$ cat config.mk
export PLATFORM = sky130hd
export DESIGN_NAME = stream_to_bram
export DESIGN_NICKNAME = d
export VERILOG_FILES = /design/src/rtl/stream_to_bram.sv
export SDC_FILE = /design/constraint.sdc
export NUM_CORES = 1
export LEC_CHECK = 0
export BUFFER_PORTS_ARGS = -buffer_cell sky130_fd_sc_hd__buf_2
export CAP_MARGIN = 15
export CORE_MARGIN = 8
export CORE_UTILIZATION = 49
export CTS_BUF_LIST = sky130_fd_sc_hd__clkbuf_4 sky130_fd_sc_hd__clkbuf_8
export DETAILED_ROUTE_END_ITERATION = 8
export PLACE_DENSITY_LB_ADDON = 0.25
export REMOVE_ABC_BUFFERS = 1
export SLEW_MARGIN = 10
export SYNTH_ARGS = -nofsm -noshare
export SYNTH_HDL_FRONTEND = slang
export SYNTH_SLANG_ARGS = --single-unit
$ cat constraint.sdc
create_clock -name clk -period 3 [get_ports clk]
set_input_delay 0.15 -clock clk [delete_from_list [all_inputs] [get_ports clk]]
set_output_delay 0.15 -clock clk [all_outputs]
set_load 0.1 [all_outputs]
$ cat src/rtl/stream_to_bram.sv
// Stream-to-BRAM capture engine: arms on a pulse, waits for its trigger, then writes
// up to L 32-bit stream words into BRAM starting at word 0 and reports done.
module stream_to_bram #(
  parameter int MEM_DEPTH = 2048,
  parameter int AW        = $clog2(MEM_DEPTH)
) (
  input  logic        clk,
  input  logic        reset,
  input  logic        arm,
  input  logic        abort,
  input  logic [1:0]  trig_mode,
  input  logic [15:0] capture_length,
  input  logic        fc_orbitSync,
  input  logic        ext_trigger,
  input  logic [31:0] data_stream_TDATA,
  input  logic        data_stream_TVALID,
  output logic        data_stream_TREADY,
  output logic        bram_CLK,
  output logic        bram_RST,
  output logic        bram_EN,
  output logic [3:0]  bram_WE,
  output logic [31:0] bram_ADDR,
  output logic [31:0] bram_DIN,
  output logic        busy,
  output logic        done,
  output logic [15:0] words_captured
);

  // One extra bit so a full-depth count (e.g. 65536) is representable.
  localparam int CW = AW + 1;

  typedef enum logic [1:0] {S_IDLE, S_ARMED, S_CAPTURE, S_DONE} state_t;

  state_t        state;
  logic [CW-1:0] len_q;
  logic [CW-1:0] cnt_q;
  logic [CW-1:0] cnt_inc;
  logic [CW-1:0] eff_len;
  logic [AW-1:0] addr_q;
  logic [31:0]   din_q;
  logic [31:0]   cnt_ext;
  logic          wr_q;
  logic          trig_gated;
  logic          trig_hit;
  logic          accept;

  // NOTE: every always_comb output gets a default first, so no path can infer a latch.
  always_comb begin
    eff_len = CW'(MEM_DEPTH);
    if (capture_length != 16'd0 && {16'd0, capture_length} <= 32'(MEM_DEPTH))
      eff_len = CW'(capture_length);
  end

  always_comb begin
    trig_gated = 1'b0;
    trig_hit   = 1'b1;
    case (trig_mode)
      2'd1:    begin trig_gated = 1'b1; trig_hit = fc_orbitSync; end
      2'd2:    begin trig_gated = 1'b1; trig_hit = ext_trigger;  end
      default: begin trig_gated = 1'b0; trig_hit = 1'b1;         end
    endcase
  end

  // A gated trigger captures the beat of its own cycle; arm/abort suppress the beat.
  assign accept  = data_stream_TVALID && !abort && !arm &&
                   (state == S_CAPTURE || (state == S_ARMED && trig_gated && trig_hit));
  assign cnt_inc = cnt_q + CW'(1);

  // NOTE: sequential state uses non-blocking assignments only, so every register
  // samples pre-edge values regardless of statement order.
  always_ff @(posedge clk) begin
    if (reset) begin
      state  <= S_IDLE;
      len_q  <= CW'(MEM_DEPTH);
      cnt_q  <= '0;
      addr_q <= '0;
      din_q  <= '0;
      wr_q   <= 1'b0;
      busy   <= 1'b0;
      done   <= 1'b0;
    end else begin
      wr_q <= 1'b0;
      if (abort) begin
        state <= S_IDLE;
        busy  <= 1'b0;
        done  <= 1'b0;
      end else if (arm) begin
        state <= S_ARMED;
        len_q <= eff_len;
        cnt_q <= '0;
        busy  <= 1'b1;
        done  <= 1'b0;
      end else begin
        case (state)
          S_ARMED:   if (trig_hit) state <= S_CAPTURE;
          S_CAPTURE: state <= S_CAPTURE;
          S_DONE:    state <= S_DONE;
          default:   state <= S_IDLE;
        endcase
        if (accept) begin
          wr_q   <= 1'b1;
          addr_q <= cnt_q[AW-1:0];
          din_q  <= data_stream_TDATA;
          cnt_q  <= cnt_inc;
          if (cnt_inc == len_q) begin
            state <= S_DONE;
            busy  <= 1'b0;
            done  <= 1'b1;
          end
        end
      end
    end
  end

  assign cnt_ext            = 32'(cnt_q);
  assign words_captured     = (cnt_ext > 32'h0000_FFFF) ? 16'hFFFF : cnt_ext[15:0];
  assign data_stream_TREADY = 1'b1;
  assign bram_CLK           = clk;
  assign bram_RST           = reset;
  assign bram_EN            = wr_q;
  assign bram_WE            = {4{wr_q}};
  assign bram_ADDR          = 32'({addr_q, 2'b00});
  assign bram_DIN           = din_q;

endmodule

==> results_dict.tcl, run 1 <==
set metrics [dict create \
    post_cts_buffers 0 \
    finalSetupViolCount 0 \
    insertion_delay_ns 0.45 \
    start_util 0.499 \
    combPwrFrac 0.125 \
    routabilityCongestion 0.856 \
    cp.arrival_ns 3.26 \
    rsz0062_at_grt "false" \
    slew_viol_final 0 \
    fmax_ghz 0.349 \
    hp-class "primary input to flip-flop" \
    synth.cell_area_sq_um 3350 \
    pre_cts_slack_ns 0.393 \
    nFillCells 564 \
    fin_total_pwr_mw 2.38 \
    muxShareOfSynthArea 0.00299 \
    setup_tns_ns 0 \
    drc 0 \
    r2r_slack_ns 0.13 \
    ant_nets 0 \
    startpoint_type "flip-flop" \
    synth-simple-area-share 0.219 \
    drt_iter0_markers 176 \
    wl_um 9590 \
    yosysWarnings 0 \
    pin_count 147 \
    synth-edff-count 0 \
    leakagePower_nw 1.98 \
    grt_pass1_vias 3249 \
    grt_pass1_wl_um 16000 \
    power_density_nw_per_um2 518 \
    vias_per_cell 5.05 \
    worstMarginPinSlew_ns 0.744 \
    clk_pin_slew_ns 0.08 \
    rows 30 \
    period_share 0.955 \
    clock_skew_ns 0.00549 \
    period_needed_ns 2.87 \
    synth_top_family_by_area "simple AND/OR/NAND/NOR gates" \
    synth-seq-cells 72 \
    antenna_found_initial 0 \
    pwr-share-clk 0.472 \
    first_pass_iters 4 \
    grt.overflow.total 0 \
    p_switching_mw 0.706 \
    synth_top_area_frac 0.430 \
    dp_cells 586 \
    synth_area_leader_cell "dfxtp_1" \
    relSlewSlack 0.504 \
    post-dp-hpwl_um 6050 \
    grt_max_degree 57 \
    route.vias.total 3287 \
    synth-xor-area-share 0.0515 \
    cp_max_fo 3 \
    finalWorstSetupSlack_ns 0.135 \
    ir_drop_mv 0.740 \
    cp.required_ns 3.39 \
    crit_type "flip-flop to flip-flop" \
    yosys-top-cells-count "nand2_1 (93), dfxtp_1 (72), a21oi_1 (59)" \
    fin_cells 651 \
    dieArea_sq_um 9740 \
    synthArstFlopShare 0 \
    crit_path_end_kind "flip-flop" \
    placed_area_sq_um 3840 \
    synth_most_common_cell "nand2_1" \
    synth_flop_cell "dfxtp_1" \
    synthAdderAreaFrac 0.0149 \
    cts_tree "yes" \
    pwr-share-seq 0.403 \
    swShare 0.296 \
    finalHoldViolations 0 \
    track_usage 0.199 \
    ys_types 46 \
    syn_area_per_cell_sq_um 8.02 \
    p_int_mw 1.68 \
    synth_compound_area_frac 0.166 \
    synthToLayoutAreaGrowth_pct 37.3 \
    utilization 0.685 \
    wl_per_cell_um 14.7 \
    fp.dieW_um 98.7 \
    die_h_um 98.7 \
    antenna_cells 0 \
    drive_gt1_frac 0.261 \
    synthCells 418 \
    maxCapViolCount 0 \
    synthTopCellsByArea "dfxtp_1 (43%), nand2_1 (10%), a21oi_1 (8.8%)" \
    hold_slack_ns 0.0768 \
    ys_seq_area_frac 0.430 \
    stdcell_area_sq_um 4600 \
    status "finished clean" \
    portBuffers 120 \
    coreArea_sq_um 6720 \
    nets 628 \
]
layer usage:
metal | vias up | wire length [um] | global-route usage
li1 | 1643 | - | -
met2 | 120 | 4660 | 0.334
met5 | - | 0 | 0
met1 | 1514 | 4080 | 0.229
met3 | 10 | 771 | 0.0684
met4 | 0 | 78 | 0.0744
power by group through the flow:
stage | combinational, mW | clock, mW | sequential [mW]
after detailed placement | 0.245 | 0.117 | 0.982
after global placement | 0.245 | 0.117 | 0.982
after floorplan | 0.162 | 0 | 0.995
after global routing | 0.312 | 1.19 | 0.960
final | 0.298 | 1.12 | 0.960
after CTS | 0.292 | 1.15 | 0.960
state kept, by name, indices dropped and copies added (netlist names):
name and cells:
addr_q 11, bram_DIN 32, bram_EN 1, busy 1, cnt_q 12, done 1
len_q 12, state 2
critical path, cell delays in order, from the launching register on:
cell,delay (ns)
dfxtp_1,0.35
or3b_1,0.35
a2bb2oi_1,0.17
or4b_4,0.54
nor4_4,0.34
nand3_2,0.12
a2111oi_2,0.35
dlygate4sd3_1,0.58
cell usage in the layout (no fill, tap or decap), drive strengths merged, types with 3 or more instances in the layout:
cell         netlist  layout
nor2              28      28
a31oi              3       3
clkbuf            23      12
clkinv             0       3
o21ai              9       9
a22oi             12      12
nand3             10      10
conb               2      26
dlygate4sd3        0      47
a21oi             59      59
nand2             93      93
xnor2             15      15
inv                7       7
nor4               5       5
and2               3       3
ha                 4       4
a211oi             4       4
nor3               3       3
buf               36     123
bufinv             0       3
dfxtp             72      72
final timing paths:
check / endpoint / cells after the start / start
setup / recovery: done / 7 / state[0]
hold / removal: len_q[11] / 5 / capture_length[14]
setup reg to reg: done / 7 / state[0]
hold reg to reg: bram_DIN[12] / 2 / bram_DIN[12]
cells by family after synthesis:
| logic type | count (synthesis) |
|---|---|
| buffers and inverters | 66 |
| xor gates and xnor gates | 18 |
| and+or+nand+nor | 160 |
| other | 2 |
| muxes | 1 |
| AOI/OAI and AO/OA | 95 |
| DFF | 72 |
| adders and majority gates | 4 |
final cells by class:
cell class,count,area [sq um],area share
clock buffer,13,170,0.0370
timing repair buffer,169,1110,0.242
sequential,72,1440,0.313
inverter,7,26.3,0.00571
tap,80,100,0.0218
clock inverter,6,109,0.0237
multi-input combinational,304,1640,0.356
repair_timing:
item | in CTS | in global routing
setup endpoints to repair | 0 | 1
hold endpoints to repair | 46 | 0
gates resized for setup | 0 | 3
hold buffers | 47 | 0
Note: power is estimated with default switching activity, not from simulation.
==> inputs of run 2 (changes only) <==
--- a/config.mk
+++ b/config.mk
@@ -10,8 +10,9 @@
 export CORE_MARGIN = 8
 export CORE_UTILIZATION = 49
 export CTS_BUF_LIST = sky130_fd_sc_hd__clkbuf_4 sky130_fd_sc_hd__clkbuf_8
+export CTS_CLUSTER_DIAMETER = 100
 export DETAILED_ROUTE_END_ITERATION = 8
-export PLACE_DENSITY_LB_ADDON = 0.25
+export PLACE_DENSITY_LB_ADDON = 0.15
 export REMOVE_ABC_BUFFERS = 1
 export SLEW_MARGIN = 10
 export SYNTH_ARGS = -nofsm -noshare
==> run 2 against run 1 <==
Effect of this change: sequential cell count unchanged; combinational power about the same; sequential power about the same; critical path type unchanged; critical endpoint unchanged.
==> results_dict.tcl, run 2 (synthesis gave the netlist of run 1 again) <==
set metrics [dict create \
    rr_worst_depth 7 \
    cp.required_ns 3.38 \
    track_usage 0.195 \
    finalWorstSetupSlack_ns 0.113 \
    cpPeakStageDelay_ns 0.58 \
    hp-class "primary input to flip-flop" \
    routabilityCongestion 0.846 \
    insertion_delay_ns 0.44 \
    route.met2.wl_um 4480 \
    slowest_stage "dlygate4sd3_1" \
    power_density_nw_per_um2 500 \
    maxCapViolCount 0 \
    wl_um 9420 \
    first_pass_iters 4 \
    portBuffers 120 \
    setup_tns_ns 0 \
    clk_pin_slew_ns 0.07 \
    route.vias.total 3276 \
    synthToLayoutAreaGrowth_pct 36.9 \
    finalSetupViolCount 0 \
    critical_path.startpoint "cnt_q[2]" \
    rsz0062_at_grt "false" \
    hold_depth 5 \
    hold_slack_ns 0.0774 \
    drc 0 \
    crit_type "flip-flop to flip-flop" \
    clock_skew_ns 0.00829 \
    met1Wirelength_um 4090 \
    wl_per_cell_um 14.4 \
    ir_drop_mv 0.624 \
    antenna_found_initial 0 \
    grt_pass1_vias 3278 \
    vias_per_cell 5.00 \
    post-dp-hpwl_um 6310 \
    startpoint_type "flip-flop" \
    die_h_um 98.7 \
    period_needed_ns 2.89 \
    cp.arrival_ns 3.27 \
    min_from "capture_length[14]" \
    drive_gt1_frac 0.268 \
    pin_count 147 \
    largest_reg_flops 32 \
    relSlewSlack 0.484 \
    rows 30 \
    grt_max_degree 39 \
    grt_pass1_wl_um 15900 \
    final_cell_mix "buf_2 (120), nand2_1 (93), dfxtp_1 (71)" \
    fin_total_pwr_mw 2.29 \
    path_buf_inv 1 \
    dieArea_sq_um 9740 \
    cts_tree "yes" \
    path_depth 7 \
    cp_top_family "simple AND/OR/NAND/NOR gates" \
    coreArea_sq_um 6720 \
    leakagePower_nw 1.97 \
    cp_max_fo 9 \
    worstMarginPinSlew_ns 0.771 \
    antenna_cells 0 \
    nets 632 \
    grt.overflow.total 0 \
    status "finished clean" \
    highest_layer "met4" \
    crit_chain "nand3_1, nor4_2, xnor2_1, a211oi_1, nand3_2, a2111oi_2, dlygate4sd3_1" \
    ant_nets 0 \
    period_share 0.962 \
    layout_commonest_cell "buf_2" \
    drt_iter0_markers 151 \
    fp.dieW_um 98.7 \
    finalHoldViolations 0 \
    start_util 0.499 \
    pre_cts_slack_ns 0.312 \
    fmax_ghz 0.346 \
    route.met3.wl_um 756 \
    crit_path_end_kind "flip-flop" \
    worstReg2RegStart "cnt_q[2]" \
    utilization 0.682 \
    slew_viol_final 0 \
]
==> run 2: changes by cell type in the layout (fill, tap and decap cells not counted), sizes merged <==
cell | before | now
bufinv | 3 | 2
clkinv | 3 | 2
buf | 123 | 127
clkbuf | 12 | 14
==> run 2: final timing paths <==
| check | slack (ns) | endpoint |
|---|---|---|
| setup / recovery | 0.11 | done |
| setup reg to reg | 0.11 | done |
| hold reg to reg | 0.45 | bram_DIN[18] |
| hold / removal | 0.08 | len_q[11] |
==> run 2: timing repair <==
item	4_1_cts	5_1_grt
hold endpoints to repair	46	0
resized for setup	0	4
buffers inserted	0	1
hold buffers	47	0
setup endpoints to repair	0	1
==> run 2: where the power goes <==
part | switching [mW] | leakage [nW] | internal [mW] | total [mW]
Clock | 0.460 | 0.136 | 0.574 | 1.03
Combinational | 0.218 | 1.26 | 0.0784 | 0.297
Sequential | 0.00207 | 0.581 | 0.958 | 0.960
Total | 0.681 | 1.97 | 1.61 | 2.29
==> run 2: final cells by class <==
| cell class | count | area [sq um] |
|---|---|---|
| flip-flops and latches | 72 | 1440 |
| well taps | 80 | 100 |
| inverters | 7 | 26.3 |
| fillers | 571 | 2130 |
| multi-input cells | 304 | 1640 |
| repair buffers | 173 | 1120 |
| clock buffers | 15 | 185 |
| clock inverters | 4 | 70.1 |
==> run 2: tightest hold or removal path: cells and delay by family <==
| family | cells | cell delay, ns |
|---|---|---|
| buf+inv | 1 | 0.07 |
| simple gates | 3 | 0.15 |
| compound gates | 1 | 0.10 |
==> run 2: routing by layer <==
| layer | track usage | up-vias |
|---|---|---|
| li1 | - | 1651 |
| met1 | 0.231 | 1492 |
| met2 | 0.320 | 121 |
| met3 | 0.0677 | 12 |
| met4 | 0.0649 | 0 |
| met5 | 0 | - |
==> run 2: per-stage QoR <==
| stage | instances | instance area, sq um |
|---|---|---|
| floorplan | 383 | 3090 |
| global placement | 589 | 3840 |
| detailed placement | 589 | 3840 |
| CTS | 654 | 4560 |
| global route | 655 | 4590 |
| finish | 655 | 4590 |
==> inputs of run 3 (changes only) <==
==> constraint.sdc (replaced) <==
create_clock -name clk -period 3.3 [get_ports clk]
set_input_delay 0.165 -clock clk [delete_from_list [all_inputs] [get_ports clk]]
set_output_delay 0.165 -clock clk [all_outputs]
set_load 0.1 [all_outputs]
==> run 3 against run 2 <==
Effect of this change: register-to-register slack improved by 0.67 ns; combinational power decreased by 9.8%; critical endpoint is now cnt_q[6]; cell count decreased by 0.92%; wire length decreased by 2.8%; via count decreased by 2.0%; design area decreased by 1.2%; sequential cell count unchanged; critical path type unchanged; die area unchanged; clock power decreased by 7%.
==> results_dict.tcl, run 3 (synthesis gave the netlist of run 1 again) <==
set metrics [dict create \
    portBuffers 120 \
    start_util 0.499 \
    cp.required_ns 3.67 \
    cts_resized 0 \
    grt_max_degree 55 \
    grt.overflow.total 0 \
    routabilityCongestion 0.838 \
    cp_max_fo 21 \
    slew_viol_final 0 \
    seq_area_sq_um 1440 \
    pin_count 147 \
    crit_path_end_kind "flip-flop" \
    dieArea_sq_um 9740 \
    utilization 0.674 \
    route.vias.total 3209 \
    crit_type "flip-flop to flip-flop" \
    finalHoldViolations 0 \
    first_pass_iters 4 \
    drt_iter0_markers 136 \
    clk_pin_slew_ns 0.07 \
    post-dp-hpwl_um 6110 \
    rsz0062_at_grt "false" \
    ant_nets 0 \
    layout_commonest_cell "buf_2" \
    rows 30 \
    grt_pass1_wl_um 15500 \
    synthToLayoutAreaGrowth_pct 35.3 \
    hp-class "primary input to flip-flop" \
    rr_worst_depth 6 \
    post_cts_buffers 0 \
    leakagePower_nw 1.94 \
    reg2reg_to "cnt_q[6]" \
    status "finished clean" \
    antenna_cells 0 \
    r2r_slack_ns 0.78 \
    grt_pass1_vias 3138 \
    clock_skew_ns 0.00874 \
    wl_um 9160 \
    multiInputGateArea_sq_um 1630 \
    track_usage 0.192 \
    finalSetupViolCount 0 \
    nFillCells 568 \
    worstMarginPinSlew_ns 0.722 \
    ir_drop_mv 0.684 \
    coreArea_sq_um 6720 \
    maxCapViolCount 0 \
    cts_tree "yes" \
    fp.dieW_um 98.7 \
    cp.arrival_ns 2.89 \
    antenna_found_initial 0 \
    ctsHoldBuffers 45 \
    drive_gt1_frac 0.257 \
    power_density_nw_per_um2 463 \
    vias_per_cell 4.94 \
    critPathCapture "cnt_q[6]" \
    insertion_delay_ns 0.45 \
    relSlewSlack 0.517 \
    largest_reg_flops 32 \
    nets 627 \
    die_h_um 98.7 \
    fin_total_pwr_mw 2.10 \
    final_cell_mix "buf_2 (120), nand2_1 (93), dfxtp_1 (72)" \
    period_needed_ns 2.52 \
    wl_per_cell_um 14.1 \
    worstReg2RegStart "state[0]" \
    startpoint_type "flip-flop" \
    fmax_ghz 0.397 \
    period_share 0.763 \
    drc 0 \
    critical_path.startpoint "state[0]" \
]
[run 3: layout make-up]
class                      instances  share of cell area
clock buffer                      15              0.0422
clock inverter                     3              0.0149
inverter                           7             0.00580
multi-input combinational        304               0.359
sequential                        72               0.318
tap                               80              0.0221
timing repair buffer             168               0.237
[run 3: worst min-delay path by stage]
stage / from / end / slack, ns / cells after the start
CTS: abort / done / 0.002 / 2
detailed placement: data_stream_TDATA[4] / bram_DIN[4] / 0.41 / 3
floorplan: clk / bram_CLK / 0.17 / 0
global placement: data_stream_TDATA[10] / bram_DIN[10] / 0.41 / 3
global route: abort / done / 0.01 / 2
finish: abort / done / 0.02 / 2
[run 3: worst max-delay path, stage by stage, from the launching register on]
cell and delay, ns:
dfxtp_1 0.36, or3b_1 0.35, a2bb2oi_1 0.17, or4b_4 0.66
buf_4 0.25, or4_1 0.51, a21oi_1 0.15
[run 3: per-layer routing]
layer / GRT usage / share of wire / wire length (um) / up-vias
li1: - / - / - / 1640
met1: 0.226 / 0.44 / 4070 / 1438
met2: 0.309 / 0.46 / 4230 / 117
met3: 0.0627 / 0.077 / 704 / 14
met4: 0.0874 / 0.017 / 153 / 0
met5: 0 / 0 / 0 / -
[run 3: stage by stage]
stage	hold slack [ns]	std cells	worst slack (ns)	instance area (sq um)	TNS, ns
after floorplan	0.165	383	-0.898	3090	-21.26
after global placement	0.407	587	0.600	3830	0
after detailed placement	0.411	587	0.540	3830	0
after CTS	0.00216	649	0.776	4530	0
after global routing	0.0113	649	0.537	4530	0
final	0.0168	649	0.784	4530	0
[run 3: where the power goes]
part	switching [mW]	total, mW	internal [mW]
sequential	0.00172	0.873	0.871
clock	0.426	0.958	0.532
combinational	0.197	0.268	0.0702
